$ cat config.mk
export PLATFORM = sky130hd
export DESIGN_NAME = im_port_arbiter
export DESIGN_NICKNAME = d
export VERILOG_FILES = /design/src/rtl/im_port_arbiter.sv
export SDC_FILE = /design/constraint.sdc
export NUM_CORES = 1
export LEC_CHECK = 0
export BUFFER_PORTS_ARGS = -buffer_cell sky130_fd_sc_hd__buf_2
export CORE_AREA = 2 2 97 99
export CTS_CLUSTER_SIZE = 10
export DETAILED_ROUTE_END_ITERATION = 10
export DIE_AREA = 0 0 99 101
export GPL_TIMING_DRIVEN = 0
export PLACE_DENSITY = 0.69
export SLEW_MARGIN = 20
export SYNTH_ARGS = -nofsm -noshare
export SYNTH_HDL_FRONTEND = slang
export SYNTH_SLANG_ARGS = --single-unit
$ cat constraint.sdc
create_clock -name clk -period 8.9 [get_ports clk]
set_input_delay 1.78 -clock clk [delete_from_list [all_inputs] [get_ports clk]]
set_output_delay 1.78 -clock clk [all_outputs]
set_load 0.03 [all_outputs]
$ cat src/rtl/im_port_arbiter.sv
// Instruction-memory port arbiter: shares one single-port memory between the
// fetch stage and a loader/debug port, with starvation protection and lock mode.
module im_port_arbiter #(
  parameter logic [31:0] BIAS          = 32'h0000_3000,
  parameter int          ADDR_W        = 12,
  parameter int          MAX_FETCH_RUN = 4
) (
  input  logic              clk,
  input  logic              rst,
  input  logic              f_req,
  input  logic [31:0]       f_addr,
  output logic [31:0]       f_rdata,
  output logic              f_stall,
  output logic              f_exc,
  input  logic              ld_valid,
  output logic              ld_ready,
  input  logic              ld_we,
  input  logic [31:0]       ld_addr,
  input  logic [31:0]       ld_wdata,
  input  logic              ld_lock,
  output logic              ld_rvalid,
  output logic [31:0]       ld_rdata,
  output logic              ld_err,
  output logic              mem_we,
  output logic [ADDR_W-1:0] mem_addr,
  output logic [31:0]       mem_wdata,
  input  logic [31:0]       mem_rdata
);

  // Loader handshake: a request transfers in any cycle where ld_valid and
  // ld_ready are both high; the requester holds its fields until then.

  typedef enum logic [1:0] {
    RUN   = 2'd0,
    YIELD = 2'd1,
    LOCK  = 2'd2
  } state_t;

  localparam logic [3:0] MAX_RUN = 4'(MAX_FETCH_RUN);

  state_t      state;
  logic [3:0]  run_cnt;
  logic [3:0]  run_cnt_inc;

  logic [31:0]       f_off;
  logic [31:0]       ld_off;
  logic              f_ok;
  logic              ld_ok;
  logic [ADDR_W-1:0] f_idx;
  logic [ADDR_W-1:0] ld_idx;

  logic f_pend;
  logic ld_pend;
  logic f_gnt;
  logic ld_gnt;
  logic yield_due;

  // Same window check on both ports: word aligned and inside [BIAS, BIAS + 4*2^ADDR_W).
  always_comb begin
    f_off  = f_addr - BIAS;
    ld_off = ld_addr - BIAS;
    f_ok   = (f_addr[1:0] == 2'b00) && (f_addr >= BIAS) && ((f_off >> (ADDR_W + 2)) == 32'd0);
    ld_ok  = (ld_addr[1:0] == 2'b00) && (ld_addr >= BIAS) && ((ld_off >> (ADDR_W + 2)) == 32'd0);
    f_idx  = f_off[ADDR_W+1:2];
    ld_idx = ld_off[ADDR_W+1:2];
  end

  always_comb begin
    f_pend  = f_req && f_ok;
    ld_pend = ld_valid && ld_ok;
    f_gnt   = 1'b0;
    ld_gnt  = 1'b0;
    case (state)
      LOCK: begin
        ld_gnt = ld_pend;
      end
      YIELD: begin
        ld_gnt = ld_pend;
        f_gnt  = f_pend && !ld_pend;
      end
      default: begin
        f_gnt  = f_pend;
        ld_gnt = ld_pend && !f_pend;
      end
    endcase
  end

  // Out-of-range loader requests never need the port, so they are taken at once.
  always_comb begin
    f_exc     = f_req && !f_ok;
    f_stall   = f_pend && !f_gnt;
    f_rdata   = f_gnt ? mem_rdata : 32'd0;
    ld_ready  = ld_gnt || (ld_valid && !ld_ok);
    mem_we    = ld_gnt && ld_we;
    mem_addr  = ld_gnt ? ld_idx : f_idx;
    mem_wdata = ld_wdata;
  end

  always_comb begin
    run_cnt_inc = run_cnt + 4'd1;
    yield_due   = ld_valid && !ld_ready && f_gnt && (run_cnt_inc == MAX_RUN);
  end

  always_ff @(posedge clk or negedge rst) begin
    if (!rst) begin
      state     <= RUN;
      run_cnt   <= 4'd0;
      ld_rvalid <= 1'b0;
      ld_rdata  <= 32'd0;
      ld_err    <= 1'b0;
    end else begin
      ld_rvalid <= ld_ready && !ld_we;
      ld_err    <= ld_ready && !ld_ok;
      if (ld_ready && !ld_we) begin
        ld_rdata <= ld_ok ? mem_rdata : 32'd0;
      end

      if (ld_lock || ld_ready || !ld_valid) begin
        run_cnt <= 4'd0;
      end else if (f_gnt) begin
        run_cnt <= run_cnt_inc;
      end

      if (ld_lock) begin
        state <= LOCK;
      end else if (state == LOCK) begin
        state <= RUN;
      end else if (yield_due) begin
        state <= YIELD;
      end else begin
        state <= RUN;
      end
    end
  end

endmodule

==> results.md, run 1 <==
* Arrival time worst endpoint at 4.57 ns
* Worst-Margin Slew at 0.889 ns
* PostCTS Resize Cnt at 0
* Initial antenna violation count at 0
* Multi-input logic area at 1480 um2
* H-tree levels at 2
* Total Neg Setup Slack at 0 ns
* Ratio of cells with drive above 1 in the final layout at 0.576
* Core area at 8980 um2
* Max Transition Viols Final at 0
* P&R area growth vs syn at 46.2%
* PortBufs at 215
* Post-DP Area at 4030 um2
* Clk_lat worst skew at 0.30 ns
* Total iterations of the first detailed-routing run at 4
* Seq cells post-synth at 40
* Worst-path maximum fanout at 10
* Worst endpoint required time at 7.12 ns
* Pin count of the biggest net entering global routing at 41
* CTS tree: done
* Worst hold slack at 0.493 ns
* Rows at 35
* VDD IR max at 45.5 uV
* Unique masters post-synth at 55
* Global-route usage over all layers at 0.165
* Clock Tree Buf Depth at 2
* Antenna cells at 0
* Tmin final at 6.35 ns
* Hpwl dp at 7260 um
* First-pass GRT wire length at 13400 um
* Crit-path most repeated cell: buf_2
* Clk slew on worst S/H paths at 0.08 ns
* Mapped Area at 2820 um2
* CTS root buf: clkbuf_8
* Die Y at 101 um
* WS Path Type: input pin to output pin
* Fin nets at 634
* ANT nets after route at 0
* Routed wire length per instance at 14.5 um
* Vias in the first global route at 2707
* Global route overflow at 0
* Final period utilization at 0.713
* RSZ-0062 raised after global routing: no
* Slew HR at 0.407
* Die width at 99 um
* Pleak at 2.39 nW
* # hold bufs at CTS at 0
* DR DRC count at 0
* Initial core utilization at 0.314
* Power Dens Cells at 99.3 nW/um2
* CP cell instances: buf_2, ha_1, nor4_2, nand4_1, nor3_1, xor2_1, or2_1, nor4_4, buf_6, mux2_4, buf_2
* Vias at 2909
* Post-Syn Instances at 272
* Slowest stage delay, CP at 0.45 ns
* IO Pins at 248
* Dominant synthesized flop cell: dfrtp_1
* Register Area at 1000 um2
* MaxCap Viol Count at 0
* Fillers at 879
* Status: finished clean
* Global placement routability congestion at 0.889
* WL final at 8770 um
* Initial drt markers at 70
* Synth async-reset ratio at 1.00
* Post-CTS setup buffer count at 0
* Final setup skew at 0.00989 ns
* Critical path buffers and inverters at 3
* Reg2Reg Setup Slack at 6.45 ns
* Synthesis Warnings at 0
* Vias per inst at 4.80
* Critical path endpoint category: output pin
* Startpoint types: input pin
* EDFF count, synth at 0
* Die area at 10000 um2
* Final setup fails at 0
* Syn avg cell area at 10.4 um2
* Worst path top cell family by delay: simple AND/OR/NAND/NOR gates
* CP max-delay cell: nor4_4
* Final Instance Area at 4120 um2
* Register area share after synthesis at 0.355
* Worst Hold Class: register to register
* Final hold vios at 0
* Total CTS buffers at 5
* TritonCTS Sinks at 40
* Max Fclk at 158 MHz
* Post-Syn Nets at 412
[kinds of logic after synthesis]
kind of cell / after synthesis / synth area share
mux: 13 / 0.0617
flops: 40 / 0.355
xor+xnor: 7 / 0.0218
fa+ha+maj: 6 / 0.0266
buf+inv: 49 / 0.120
simple gates: 106 / 0.254
compound gates: 51 / 0.161
[where the power goes]
part / switching [mW] / internal (mW) / leakage, nW
combinational: 0.0600 / 0.0449 / 1.79
sequential: 0.000224 / 0.182 / 0.553
clock: 0.0669 / 0.0547 / 0.0479
[cell usage in the layout (no fill, tap or decap), types with 2 or more instances in the layout]
| cell | count |
|---|---|
| and3_1 | 35 |
| xor2_1 | 4 |
| nor4_1 | 5 |
| nor3b_1 | 4 |
| ha_1 | 6 |
| clkinv_2 | 2 |
| clkbuf_1 | 6 |
| nand4_1 | 3 |
| buf_6 | 4 |
| a21oi_1 | 2 |
| nand2_1 | 7 |
| dfrtp_1 | 40 |
| nor4_4 | 3 |
| mux2_2 | 3 |
| nor2_1 | 9 |
| nand3_1 | 3 |
| a211o_1 | 2 |
| nor2b_1 | 5 |
| and2_1 | 3 |
| nand3b_1 | 2 |
| buf_2 | 218 |
| nand2b_1 | 4 |
| nor4_2 | 2 |
| buf_4 | 32 |
| inv_1 | 4 |
| a22o_1 | 32 |
| clkbuf_8 | 5 |
| xnor2_1 | 3 |
| or3_1 | 3 |
| o31a_1 | 2 |
| mux2_4 | 8 |
| nor3_1 | 7 |
| mux2i_1 | 2 |
[through the flow]
stage / total power [mW] / std cells / util / setup slack, ns
2_1_floorplan: 0.244 / 272 / - / 2.91
3_3_place_gp: 0.290 / 598 / 0.449 / 2.60
3_5_place_dp: 0.292 / 598 / 0.449 / 2.55
4_1_cts: 0.414 / 606 / 0.459 / 2.54
5_1_grt: 0.428 / 606 / 0.459 / 2.29
6_report: 0.409 / 606 / 0.459 / 2.55
[worst register-to-register path, delay by kind of cell (launching register included)]
kind	cells	cell delay, ns
AOI/OAI and AO/OA	1	0.17
adders and majority gates	1	0.32
buffers and inverters	2	0.42
DFF	1	0.35
and+or+nand+nor	4	1.15
[path summary, 6_finish.rpt]
kind                             start            to  depth (start not counted)
max reg2reg                   state[0]  ld_rdata[18]                          8
min in group asynchronous          rst  ld_rdata[29]                          1
min reg2reg                 run_cnt[0]    run_cnt[0]                          1
max in group asynchronous          rst    run_cnt[2]                          1
max                        ld_addr[12]   mem_addr[7]                         11
min                         run_cnt[0]    run_cnt[0]                          1
[metal layers]
| layer | vias up | part of all wire | global-route usage |
|---|---|---|---|
| met5 | - | 0 | 0 |
| met4 | 0 | 0.014 | 0.0453 |
| met3 | 16 | 0.056 | 0.0305 |
| met2 | 104 | 0.51 | 0.273 |
| met1 | 1353 | 0.42 | 0.222 |
| li1 | 1436 | - | - |
[cells in the mapped netlist (2+ instances only)]
master | count | area share
nand3b_1 | 2 | 0.0053
nor4_1 | 5 | 0.011
nand4_1 | 3 | 0.0067
nor3_1 | 7 | 0.012
buf_6 | 4 | 0.016
a21oi_1 | 2 | 0.0036
clkbuf_1 | 6 | 0.0080
nand3_1 | 3 | 0.0053
nor2b_1 | 5 | 0.011
a22o_1 | 32 | 0.099
xnor2_1 | 3 | 0.0093
nor2_1 | 9 | 0.012
mux2_4 | 8 | 0.043
nand2_1 | 7 | 0.0093
o31a_1 | 2 | 0.0062
ha_1 | 6 | 0.027
nand2b_1 | 4 | 0.0089
buf_4 | 32 | 0.085
or3_1 | 3 | 0.0067
mux2i_1 | 2 | 0.0071
and3_1 | 35 | 0.078
nor4_4 | 3 | 0.023
a211o_1 | 2 | 0.0062
and2_1 | 3 | 0.0067
nor3b_1 | 4 | 0.011
inv_1 | 4 | 0.0053
xor2_1 | 4 | 0.012
mux2_2 | 3 | 0.012
nor4_2 | 2 | 0.0089
dfrtp_1 | 40 | 0.36
buf_2 | 3 | 0.0053
[layout make-up]
cell class / count / area share
Clock inverter: 3 / 0.00456
Inverter: 4 / 0.00364
Multi-Input combinational cell: 183 / 0.359
Tap cell: 111 / 0.0337
Timing Repair Buffer: 215 / 0.261
Sequential cell: 40 / 0.243
Clock buffer: 5 / 0.0167
Buffer: 45 / 0.0783
[flip-flops by register name (all words and copies together) (netlist names)]
register,count
state,2
run_cnt,4
ld_rdata,32
ld_err,1
ld_rvalid,1
Note: power is estimated with default switching activity, not from simulation.
==> inputs of run 2 (changes only) <==
ABC_AREA = 1   (was unset)
CORE_AREA = 2 2 95 97   (was 2 2 97 99)
DIE_AREA = 0 0 97 99   (was 0 0 99 101)
PLACE_DENSITY = 0.82   (was 0.69)
clock period = 6 ns   (was 8.9 ns; I/O delays follow)
==> results.md, run 2 <==
* Status: finished clean
* P_sw at 0.208 mW (+63%)
* Total CTS buffers at 5 (unchanged)
* IO Pins at 248 (unchanged)
* Most common cell after layout, fill and taps aside: buf_2
* Core area at 8550 um2 (-4.8%)
* Post-Syn Nets at 743 (+80%)
* Synth async-reset ratio at 1.00 (unchanged)
* Routed wire length per instance at 11.4 um (-21%)
* Total Neg Setup Slack at 0 ns (unchanged)
* Commonest cells in the netlist: nand2_1, nor2_1, inv_1
* Final period utilization at 0.792
* Combinational share of power at 0.274 (+0.017)
* Post-CTS setup buffer count at 0 (unchanged)
* Power Dens Cells at 136 nW/um2 (+37%)
* Hpwl dp at 8880 um (+22%)
* MaxCap Viol Count at 0 (unchanged)
* Arrival time worst endpoint at 3.55 ns (-1.02 ns)
* P&R area growth vs syn at 36.4%
* Pin count of the biggest net entering global routing at 41 (unchanged)
* Worst endpoint required time at 4.80 ns (-2.32 ns)
* Max Transition Viols Final at 0 (unchanged)
* Die width at 97 um (-2.0%)
* Rows at 34 (-2.9%)
* Most frequent cells in the layout: buf_2, nand2_1, nor2_1
* Slew HR at 0.409 (+0.00195)
* Ratio of cells with drive above 1 in the final layout at 0.345 (-0.231)
* Synth top area share at 0.276 (-0.0791)
* Biggest regs: ld_rdata (32), run_cnt (4), state (2)
* TritonCTS Sinks at 40 (unchanged)
* WL final at 10700 um (+22%)
* Initial core utilization at 0.424 (+0.110)
* Reg2Reg Depth at 7 (-1)
* VDD IR max at 141 uV (+210%)
* Worst-path maximum fanout at 10 (unchanged)
* Vias in the first global route at 3771 (+39%)
* ANT nets after route at 0 (unchanged)
* Hold Path Depth at 2 (+1)
* Fin nets at 965 (+52%)
* Clock Tree Buf Depth at 2 (unchanged)
* Die Y at 99 um (-2.0%)
* Unique masters post-synth at 31 (-44%)
* DR DRC count at 0 (unchanged)
* H-tree levels at 2 (unchanged)
* PortBufs at 215 (unchanged)
* Final setup skew at 0.00753 ns (-0.00236 ns)
* CTS root buf: clkbuf_8
* First-pass GRT wire length at 17200 um (+28%)
* Power, Total at 0.672 mW (+64%)
* Clk_lat worst skew at 0.28 ns (-0.02 ns)
* Final Instance Area at 4940 um2 (+20%)
* Register area share after synthesis at 0.276 (-0.0791)
* Largest area contributor in the netlist: dfrtp_1
* PostCTS Resize Cnt at 0 (unchanged)
* RSZ-0062 raised after global routing: no
* Clk slew on worst S/H paths at 0.08 ns (about the same)
* Worst-Margin Slew at 0.886 ns (-0.00292 ns)
* Worst Hold Class: register to register
* Final setup fails at 0 (unchanged)
* Top-count cell post-synth: nand2_1
* Seq cells post-synth at 40 (unchanged)
* Die area at 9600 um2 (-4.0%)
* # hold bufs at CTS at 0 (unchanged)
* Mapped Area at 3620 um2 (+29%)
* WS Path Type: input pin to output pin
* Global route overflow at 0 (unchanged)
* Top reg by flops: ld_rdata
* Initial drt markers at 173 (+150%)
* Max Fclk at 210 MHz
* Global-route usage over all layers at 0.210 (+0.0450)
* Dominant synthesized flop cell: dfrtp_1
* Vias per inst at 4.61 (-3.9%)
* Max reg flops at 32 (unchanged)
* Syn avg cell area at 6.01 um2 (-42%)
* Proportion of power drawn by the clock network at 0.323 (+0.026)
* Switching Fraction at 0.309 (-0.00171)
* Initial antenna violation count at 0 (unchanged)
* EDFF count, synth at 0 (unchanged)
* Global placement routability congestion at 0.932 (+4.8%)
* Synthesis Warnings at 0 (unchanged)
* Tmin final at 4.75 ns
* Total iterations of the first detailed-routing run at 4 (unchanged)
* Area contributors post-synth: dfrtp_1, nand2_1, nor2_1, nand3_1, inv_1
* Final core occ at 0.578 (+0.119)
* Pleak at 3.13 nW (+31%)
* Register share of total power at 0.403 (-0.043)
* Vias at 4308 (+48%)
* CTS tree: done
* Internal at 0.464 mW (+65%)
* Post-Syn Instances at 603 (+120%)
* Post-DP Area at 4840 um2 (+20%)
* Antenna cells at 0 (unchanged)
* Final hold vios at 0 (unchanged)
* Startpoint types: input pin
* Critical path endpoint category: output pin
-- run 2: per-layer routing --
metal	part of all wire	GRT usage	vias up
met1	0.44	0.283	1884
met2	0.49	0.365	154
met3	0.059	0.0291	10
met5	0	0	-
li1	-	-	2260
met4	0.0095	0.0379	0
-- run 2: kinds of logic after synthesis --
logic type,share of synthesized area
buf+inv,0.176
xor+xnor,0.0169
simple gates,0.488
compound gates,0.0221
flops,0.276
fa+ha+maj,0.0207
-- run 2: area by class of cell --
type / count / area (um2)
Multi-Input combinational cell: 434 / 1980
Buffer: 50 / 343
Inverter: 79 / 297
Clock buffer: 6 / 72.6
Tap cell: 108 / 135
Fill cell: 912 / 3610
Clock inverter: 2 / 35.0
Sequential cell: 40 / 1000
Timing Repair Buffer: 215 / 1080
-- run 2: worst paths after layout --
check	from	end	slack, ns
min in group asynchronous	rst	ld_rdata[26]	1.03
max in group asynchronous	rst	run_cnt[2]	4.41
hold reg to reg	ld_rdata[10]	ld_rdata[10]	0.47
setup / recovery	ld_addr[12]	f_rdata[14]	1.25
hold / removal	ld_rdata[10]	ld_rdata[10]	0.47
setup reg to reg	state[1]	ld_rdata[22]	4.37
-- run 2: power groups by stage --
stage	logic [mW]	registers, mW	clock network, mW
finish	0.184	0.271	0.217
global route	0.203	0.271	0.234
CTS	0.185	0.271	0.225
detailed placement	0.184	0.276	0
global placement	0.183	0.276	0
floorplan	0.109	0.278	0
-- run 2: metrics by stage --
stage / hold WS, ns / std cells / worst slack, ns
4_1_cts: 0.474 / 934 / 1.20
3_5_place_dp: 0.453 / 926 / 1.21
3_3_place_gp: 0.450 / 926 / 1.26
5_1_grt: 0.487 / 934 / 0.950
6_report: 0.470 / 934 / 1.25
2_1_floorplan: 0.457 / 603 / 1.61
-- run 2: worst max-delay path: stages --
cell      delay, ns
buf_2          0.11
ha_1           0.20
inv_1          0.08
nand3_2        0.15
nor2_2         0.20
nand2_1        0.12
nor2_1         0.10
nand2_1        0.05
nand2_1        0.11
nand3b_2       0.15
nor3_4         0.26
nand2_4        0.12
nand2_1        0.20
buf_2          0.26
nor2_1         0.07
buf_2          0.18
